## src/rtl/cic_decimator_param.sv

```systemverilog
// Parameterised CIC decimator: ORDER integrators at input rate, ORDER combs at tick rate, R = 2^dec_log2.
// Optional macro CIC_GAIN_NORM_EN divides the output by R^ORDER (arithmetic shift); latency is unchanged.
module cic_decimator_param #(
    parameter int IN_W      = 32,
    parameter int ORDER     = 2,
    parameter int LOG2_RMAX = 8,
    localparam int ACC_W    = IN_W + ORDER * LOG2_RMAX,
    localparam int RW       = $clog2(LOG2_RMAX + 1)
) (
    input  logic                    clk,
    input  logic                    reset,
    input  logic signed [IN_W-1:0]  xin,
    input  logic                    in_valid,
    input  logic [RW-1:0]           dec_log2,
    output logic signed [ACC_W-1:0] out_data,
    output logic                    out_valid,
    output logic [RW-1:0]           ratio_active
);

    logic signed [ACC_W-1:0] integ_q [ORDER];
    logic signed [ACC_W-1:0] integ_d [ORDER];
    logic signed [ACC_W-1:0] comb_q  [ORDER];
    logic signed [ACC_W-1:0] comb_d  [ORDER];
    logic signed [ACC_W-1:0] dly_q   [ORDER];
    logic signed [ACC_W-1:0] dly_d   [ORDER];
    logic signed [ACC_W-1:0] stage_in [ORDER];
    logic [ORDER-1:0]        stage_vin;
    logic [ORDER-1:0]        comb_vld_q, comb_vld_d;
    logic [LOG2_RMAX-1:0]    cnt_q, cnt_d, cnt_last;
    logic [RW-1:0]           ratio_q, ratio_d, dec_clamped;
    logic signed [ACC_W-1:0] samp_q, samp_d;
    logic                    samp_vld_q, samp_vld_d;
    logic signed [ACC_W-1:0] out_data_q, out_data_d, comb_res;
    logic                    out_vld_q, out_vld_d;
    logic                    tick;

    assign dec_clamped = (int'(dec_log2) > LOG2_RMAX) ? RW'(LOG2_RMAX) : dec_log2;
    assign cnt_last    = LOG2_RMAX'((32'd1 << ratio_q) - 32'd1);
    assign tick        = in_valid && (cnt_q == cnt_last);

    // Integrator chain is combinationally cascaded so the last stage already includes the tick sample.
    always_comb begin
        integ_d    = integ_q;
        cnt_d      = cnt_q;
        ratio_d    = ratio_q;
        samp_d     = samp_q;
        samp_vld_d = tick;
        if (in_valid) begin
            integ_d[0] = integ_q[0] + ACC_W'(xin);
            for (int i = 1; i < ORDER; i++) begin
                integ_d[i] = integ_q[i] + integ_d[i-1];
            end
            cnt_d = tick ? '0 : cnt_q + LOG2_RMAX'(1);
        end
        if (tick) begin
            samp_d  = integ_d[ORDER-1];
            ratio_d = dec_clamped;
        end
    end

    // Tokens advance one stage every cycle, so back-to-back ticks never collide.
    always_comb begin
        stage_in[0]  = samp_q;
        stage_vin[0] = samp_vld_q;
        for (int i = 1; i < ORDER; i++) begin
            stage_in[i]  = comb_q[i-1];
            stage_vin[i] = comb_vld_q[i-1];
        end
        comb_d     = comb_q;
        dly_d      = dly_q;
        comb_vld_d = stage_vin;
        for (int i = 0; i < ORDER; i++) begin
            if (stage_vin[i]) begin
                comb_d[i] = stage_in[i] - dly_q[i];
                dly_d[i]  = stage_in[i];
            end
        end
    end

`ifdef CIC_GAIN_NORM_EN
    // Each token carries the ratio of the frame it closed, since ratio_q may already have moved on.
    logic [RW-1:0] samp_sh_q;
    logic [RW-1:0] sh_q [ORDER];
    logic [RW-1:0] sh_d [ORDER];

    always_comb begin
        sh_d[0] = samp_sh_q;
        for (int i = 1; i < ORDER; i++) begin
            sh_d[i] = sh_q[i-1];
        end
        comb_res = comb_q[ORDER-1] >>> (ORDER * int'(sh_q[ORDER-1]));
    end

    always_ff @(posedge clk) begin
        samp_sh_q <= ratio_q;
        for (int i = 0; i < ORDER; i++) begin
            sh_q[i] <= sh_d[i];
        end
    end
`else
    assign comb_res = comb_q[ORDER-1];
`endif

    always_comb begin
        out_vld_d  = comb_vld_q[ORDER-1];
        out_data_d = comb_vld_q[ORDER-1] ? comb_res : out_data_q;
    end

    always_ff @(posedge clk) begin
        if (!reset) begin
            for (int i = 0; i < ORDER; i++) begin
                integ_q[i] <= '0;
                comb_q[i]  <= '0;
                dly_q[i]   <= '0;
            end
            comb_vld_q <= '0;
            cnt_q      <= '0;
            ratio_q    <= dec_clamped;
            samp_q     <= '0;
            samp_vld_q <= 1'b0;
            out_data_q <= '0;
            out_vld_q  <= 1'b0;
        end else begin
            integ_q    <= integ_d;
            comb_q     <= comb_d;
            dly_q      <= dly_d;
            comb_vld_q <= comb_vld_d;
            cnt_q      <= cnt_d;
            ratio_q    <= ratio_d;
            samp_q     <= samp_d;
            samp_vld_q <= samp_vld_d;
            out_data_q <= out_data_d;
            out_vld_q  <= out_vld_d;
        end
    end

    assign out_data     = out_data_q;
    assign out_valid    = out_vld_q;
    assign ratio_active = ratio_q;

endmodule

```

## config.mk

```make
export PLATFORM = sky130hd
export DESIGN_NAME = cic_decimator_param
export DESIGN_NICKNAME = d
export VERILOG_FILES = /design/src/rtl/cic_decimator_param.sv
export SDC_FILE = /design/constraint.sdc
export NUM_CORES = 1
export LEC_CHECK = 0
export ABC_CLOCK_PERIOD_IN_PS = 6600
export BUFFER_PORTS_ARGS = -buffer_cell sky130_fd_sc_hd__buf_2
export CORE_UTILIZATION = 25
export CTS_BUF_LIST = sky130_fd_sc_hd__clkbuf_16
export DETAILED_ROUTE_END_ITERATION = 16
export PLACE_DENSITY = 0.39
export SKIP_LAST_GASP = 1
export SLEW_MARGIN = 10
export SYNTH_ARGS = -nofsm -noshare
export SYNTH_HDL_FRONTEND = slang
export SYNTH_SLANG_ARGS = --single-unit
```

## constraint.sdc

```tcl
create_clock -name clk -period 6.6 [get_ports clk]
set_clock_uncertainty 0.15 [all_clocks]
set_input_delay 1.98 -clock clk [delete_from_list [all_inputs] [get_ports clk]]
set_output_delay 1.98 -clock clk [all_outputs]
set_load 0.03 [all_outputs]
```

# Word level (Yosys, flattened, before mapping)
# Index checks and enable logic that the tools add are counted.
[classes]
mux = 5
n_addsub = 6
n_lt_le_gt_ge = 1
shift = 1
n_reduce_logical = 1
n_eq_ne = 2
[op_table]
columns = ["op", "count"]
rows = [
  ["subtractor 48 bit", 2],
  ["adder 48 x 32 -> 48 bit", 1],
  ["adder 48 bit", 1],
  ["2-to-1 mux 48 bit", 1],
  ["2-to-1 mux 4 bit", 3],
  ["adder 8 x 1 -> 8 bit (second input constant)", 1],
  ["equality test 8 bit", 1],
  ["2-to-1 mux 8 bit", 1],
  ["<< shifter 1 x 4 -> 8 bit (first input constant)", 1],
  ["subtractor 8 x 1 -> 8 bit (second input constant)", 1],
  ["greater-than comparator 4 bit (second input constant)", 1],
  ["!= test 2 x 1 -> 1 bit (second input constant)", 1],
  ["logical AND 1 bit", 1],
]
[totals]
out_inout_bits = 53
in_bits = 39
register_bits = 400
word_cells = 29

# Longest topological paths before layout
[depth]
word_depth = 6
ltp_mapped = 26
mapped_depth_nobuf = 26

# Worst setup path after synthesis
# OpenSTA, ideal clock, no wires.
[synth_path]
kind = "input -> register"
startpoint = "input xin[0]"
endpoint = "register samp_q[47]"
arrival_time_ns = 6.537
path_buffers = 0
setup_time_ns = 0.086
required_time_ns = 6.364
path_stages = 24
path_slack_ns = -0.172
cell_sequence = "ha_1 > inv_1 > fa_1 > nor2b_1 > o21ai_1 > a21oi_1 > o311ai_1 > a31oi_1 > a21oi_1 > o21ai_1 > a311o_1 > a41oi_1 > o221a_2 > xnor2_1 > ha_1 > and4_1 > nand2_1 > o311ai_1 > a21oi_1 > o31a_1 > nor3_1 > nor3b_2 > xnor2_1 > a211oi_1"
[synth_between]
elab_chain_len = 3
[synth_rtl]
columns = ["item", "line_no", "text"]
rows = [
  ["start, declared", "12", "input logic signed [IN_W-1:0] xin,"],
  ["adder 48 x 32 -> 48 bit", "49", "integ_d[0] = integ_q[0] + ACC_W'(xin);"],
  ["adder 48 bit", "51", "integ_d[i] = integ_q[i] + integ_d[i-1];"],
  ["2-to-1 mux 48 bit", "48", "if (in_valid) begin"],
  ["end signal, assigned", "130", "samp_q <= samp_d;"],
  ["end, declared", "31", "logic signed [ACC_W-1:0] samp_q, samp_d;"],
]
# No other way between the ends.
# A chain may end at the register's enable or synchronous reset.

# Final worst setup path
[layout_path]
startpoint = "input xin[19]"
endpoint = "register samp_q[47]"
# The elaborated chain is that of the path after synthesis.

==> impl_metrics.env <==
export IMPL_finish_utilization_pct=31.1
export IMPL_track_usage_pct=12.9
export IMPL_cts_buffers=51
export IMPL_r2r_slack_ns=1.32
export IMPL_synth_seq_cells=400
export IMPL_holdWs_ns=0.305
export IMPL_p_sw_mw=3.43
export IMPL_critPathMaxStageDelay_ns=0.42
export IMPL_clock_latency_ns=0.62
export IMPL_portBuffers=91
export IMPL_clkPwrFrac_pct=29.4
export IMPL_tightest_slew_ns=0.859
export IMPL_startpoint="xin[19]"
export IMPL_comb_power_share_pct=42.7
export IMPL_gp_congestion=0.836
export IMPL_synth_ff_type="dfxtp_1"
export IMPL_antenna_found_initial=1
export IMPL_clockBufferDepth=3
export IMPL_m1WireLength_um=33700
export IMPL_status="finished, final reports clean"
export IMPL_postSynthCellCount=2841
export IMPL_r2r_start="integ_q[67]$_SDFFE_PN0P_"
export IMPL_fp_dieH_um=312
export IMPL_cp_start_kind="input pin"
export IMPL_hp_class="reg2reg"
export IMPL_hold_viol_final=0
export IMPL_path_buf_inv=2
export IMPL_post_drt_via_cell_ratio=4.49
export IMPL_cts_tree="built"
export IMPL_met3_length_um=1790
export IMPL_via_count=19900
export IMPL_r2r_end="samp_q[47]$_SDFFE_PN0P_"
export IMPL_power_total_mw=9.83
export IMPL_hold_path_startpoint="comb_res[46]$_SDFFE_PN0P_"
export IMPL_hpwl_um=48300
export IMPL_cts_root_buf="clkbuf_16"
export IMPL_top_layer_used="met5"
export IMPL_fillCellCount=10200
export IMPL_start_util_pct=25.3
export IMPL_ios=92
export IMPL_path_class="in2reg"
export IMPL_netlist_area_leader_share_pct=32.9
export IMPL_slew_viol_final=0
export IMPL_holdBufCountCts=0
export IMPL_power_density_nw_per_um2=331
export IMPL_first_iter_violations=863
export IMPL_area_growth_pct=23.1
export IMPL_synth_nets=3078
export IMPL_antenna_cells=0
export IMPL_async_flop_share_pct=0
export IMPL_power_leakage_nw=12.6
export IMPL_overflow=0
export IMPL_required_ns=6.98
export IMPL_yosysWarnings=0
export IMPL_cap_violations=0
export IMPL_cp_arrival_ns=6.80
export IMPL_cts_sinks=400
export IMPL_min_delay_path_depth=2
export IMPL_swShare_pct=34.9
export IMPL_synth_area_sq_um=24100
export IMPL_std_cell_rows=113
export IMPL_path_delay_family="compound AO/OA/AOI/OAI gates"
export IMPL_fin_crit_sh_pct=97.2
export IMPL_drive_gt1_share_pct=16.0
export IMPL_dieArea_sq_um=97700
export IMPL_core_area_sq_um=95300
export IMPL_peakVddDrop_v=0.000281
export IMPL_clock_fmax_mhz=156
export IMPL_crit_slowest_cell="a221o_1"
export IMPL_setup_viol=0
export IMPL_setup_slack_ns=0.185
export IMPL_ys_seq_area_share_pct=33.4
export IMPL_ys_types=88
export IMPL_grt_pass1_wl_um=105000
export IMPL_synth_area_per_cell_sq_um=8.48
export IMPL_die_w_um=312
export IMPL_drc_errors=0
export IMPL_cts_clk_slew_worst_paths_ns=0.06
export IMPL_hold_path_end="comb_res[46]$_SDFFE_PN0P_"
export IMPL_path_max_fanout=4
export IMPL_max_slew_margin_pct=42.7
export IMPL_path_cells="buf_2 -> ha_1 -> a21oi_2 -> o21bai_1 -> a221oi_2 -> o21ai_0 -> a221o_1 -> a31oi_4 -> o31ai_4 -> a211o_1 -> buf_4 -> a41o_1 -> or3_1 -> and2_4 -> ha_4 -> and3_2 -> a2111oi_4 -> o31a_1 -> o21ai_0 -> nor3b_2 -> xnor2_1 -> a211oi_1"
export IMPL_first_pass_iters=5
export IMPL_place_ws_ns=-0.868
export IMPL_seqPwrFrac_pct=27.9
export IMPL_timing_final_crit_period_ns=6.42
export IMPL_yosys_area_top_type="dfxtp_1"
export IMPL_power_internal_mw=6.40
export IMPL_yosys_top_cells_area="dfxtp_1, mux2i_1, ha_1"
export IMPL_crit_top_cell="o21ai_0"
export IMPL_fin_tns_setup_ns=0
export IMPL_routedWlPerCell_um=14.4
export IMPL_nNetsFinal=3359
export IMPL_grt_pass1_vias=19700
export IMPL_dr_wl_met2_um=26900
export IMPL_rsz0062_at_grt="true"
export IMPL_antenna_left=0
export IMPL_htreeDepth=2
export IMPL_reg2reg_depth=21
export IMPL_grt_max_degree=107
export IMPL_synth_edff_count=4
export IMPL_end_kind="register"
export IMPL_finalWirelength_um=63800
## synthesized netlist by cell type (6+ instances only)
cell      count
and3_1       29
o21a_1       20
inv_1       155
a21oi_1     211
nand4_1      33
nand2b_1     29
a21boi_0     12
o21bai_1     22
a21o_1      119
mux2i_1     261
o21ai_1      12
nand3_1      47
xor2_1       61
o31a_1        6
or2_2         6
buf_1        24
nand2_1     142
a211oi_1     51
dfxtp_1     396
a211o_1       6
a31oi_1      23
nor2_1      412
ha_1        194
nor2b_1      34
nor3_1       27
o21ai_0     126
xnor2_1     108
clkbuf_1     97
and2_1       14
or3_1        14
and4_1       11
o211ai_1     18
o31ai_1       9
## cells in the final DEF (no fill, tap or decap), drive strengths merged, types with 48 or more instances in the layout
master / n
mux2i: 261
a21o: 119
xnor2: 109
nand2: 142
clkbuf: 51
a21oi: 213
inv: 167
ha: 194
dfxtp: 396
a211oi: 51
nor2: 412
nand3: 48
xor2: 61
o21ai: 139
buf: 353
## worst max path at each step
stage,cells after the start,endpoint,slack [ns]
finish,22,samp_q[47]$_SDFFE_PN0P_,0.18
detailed placement,26,samp_q[42]$_SDFFE_PN0P_,-0.87
floorplan,24,samp_q[47]$_SDFFE_PN0P_,0.008
global route,26,samp_q[47]$_SDFFE_PN0P_,-0.06
CTS,26,samp_q[47]$_SDFFE_PN0P_,0.01
global placement,26,samp_q[42]$_SDFFE_PN0P_,-0.81
## per-layer routing
| metal | vias to the layer above | global-route usage [%] |
|---|---|---|
| met5 | - | 0 |
| met1 | 8945 | 18.4 |
| met3 | 83 | 1.74 |
| met2 | 211 | 20.0 |
| met4 | 2 | 3.92 |
| li1 | 10700 | - |
## logic make-up after synthesis
kind of cell	synth area share [%]
flip-flops	33.4
adder cells (fa/ha/maj)	10.4
multiplexers	11.0
AO/OA/AOI/OAI	19.1
XOR/XNOR	6.21
buffers and inverters	4.41
AND/OR/NAND/NOR	15.5
## state kept, by name (all words and copies together) (netlist names)
signal        count
integ_q          96
samp_q           48
cnt_q             8
comb_vld_q        2
samp_vld_q        1
comb_res         48
out_data         48
ratio_active      4
out_valid         1
comb_q           48
dly_q            96
## tightest hold or removal path, cell delays in order, from the launching register on
cell and delay [ns]:
dfxtp_1 0.31, nand2_1 0.05, o21ai_1 0.05
## power groups by stage
stage	Sequential, mW	Clock (mW)	Combinational [mW]
after floorplan	2.74	0	2.34
after global placement	2.80	0	4.03
after detailed placement	2.79	0	4.03
after CTS	2.75	3.02	4.08
after global routing	2.77	3.11	4.64
final	2.75	2.89	4.20
## cell type report
type                    count  area [sq um]  share of cell area (%)
flip-flops and latches    400          8060                    27.1
clock inverters            44           469                    1.58
multi-input cells        2159         15300                    51.4
inverters                 157           597                    2.01
clock buffers              51          1280                    4.30
repair buffers            353          2440                    8.22
well taps                1265          1580                    5.33
## repair_timing
item                       CTS  global route
pin swaps                    2            20
setup endpoints to repair   10            31
buffers inserted             1             6
hold endpoints to repair     0             0
resized for setup            7            42
## metrics by stage
step,instance area (sq um),instances
finish,29700,4429
global route,29700,4429
CTS,29400,4423
detailed placement,27600,4327
global placement,27600,4327
floorplan,24100,2841
(Power assumes the default switching activity.)
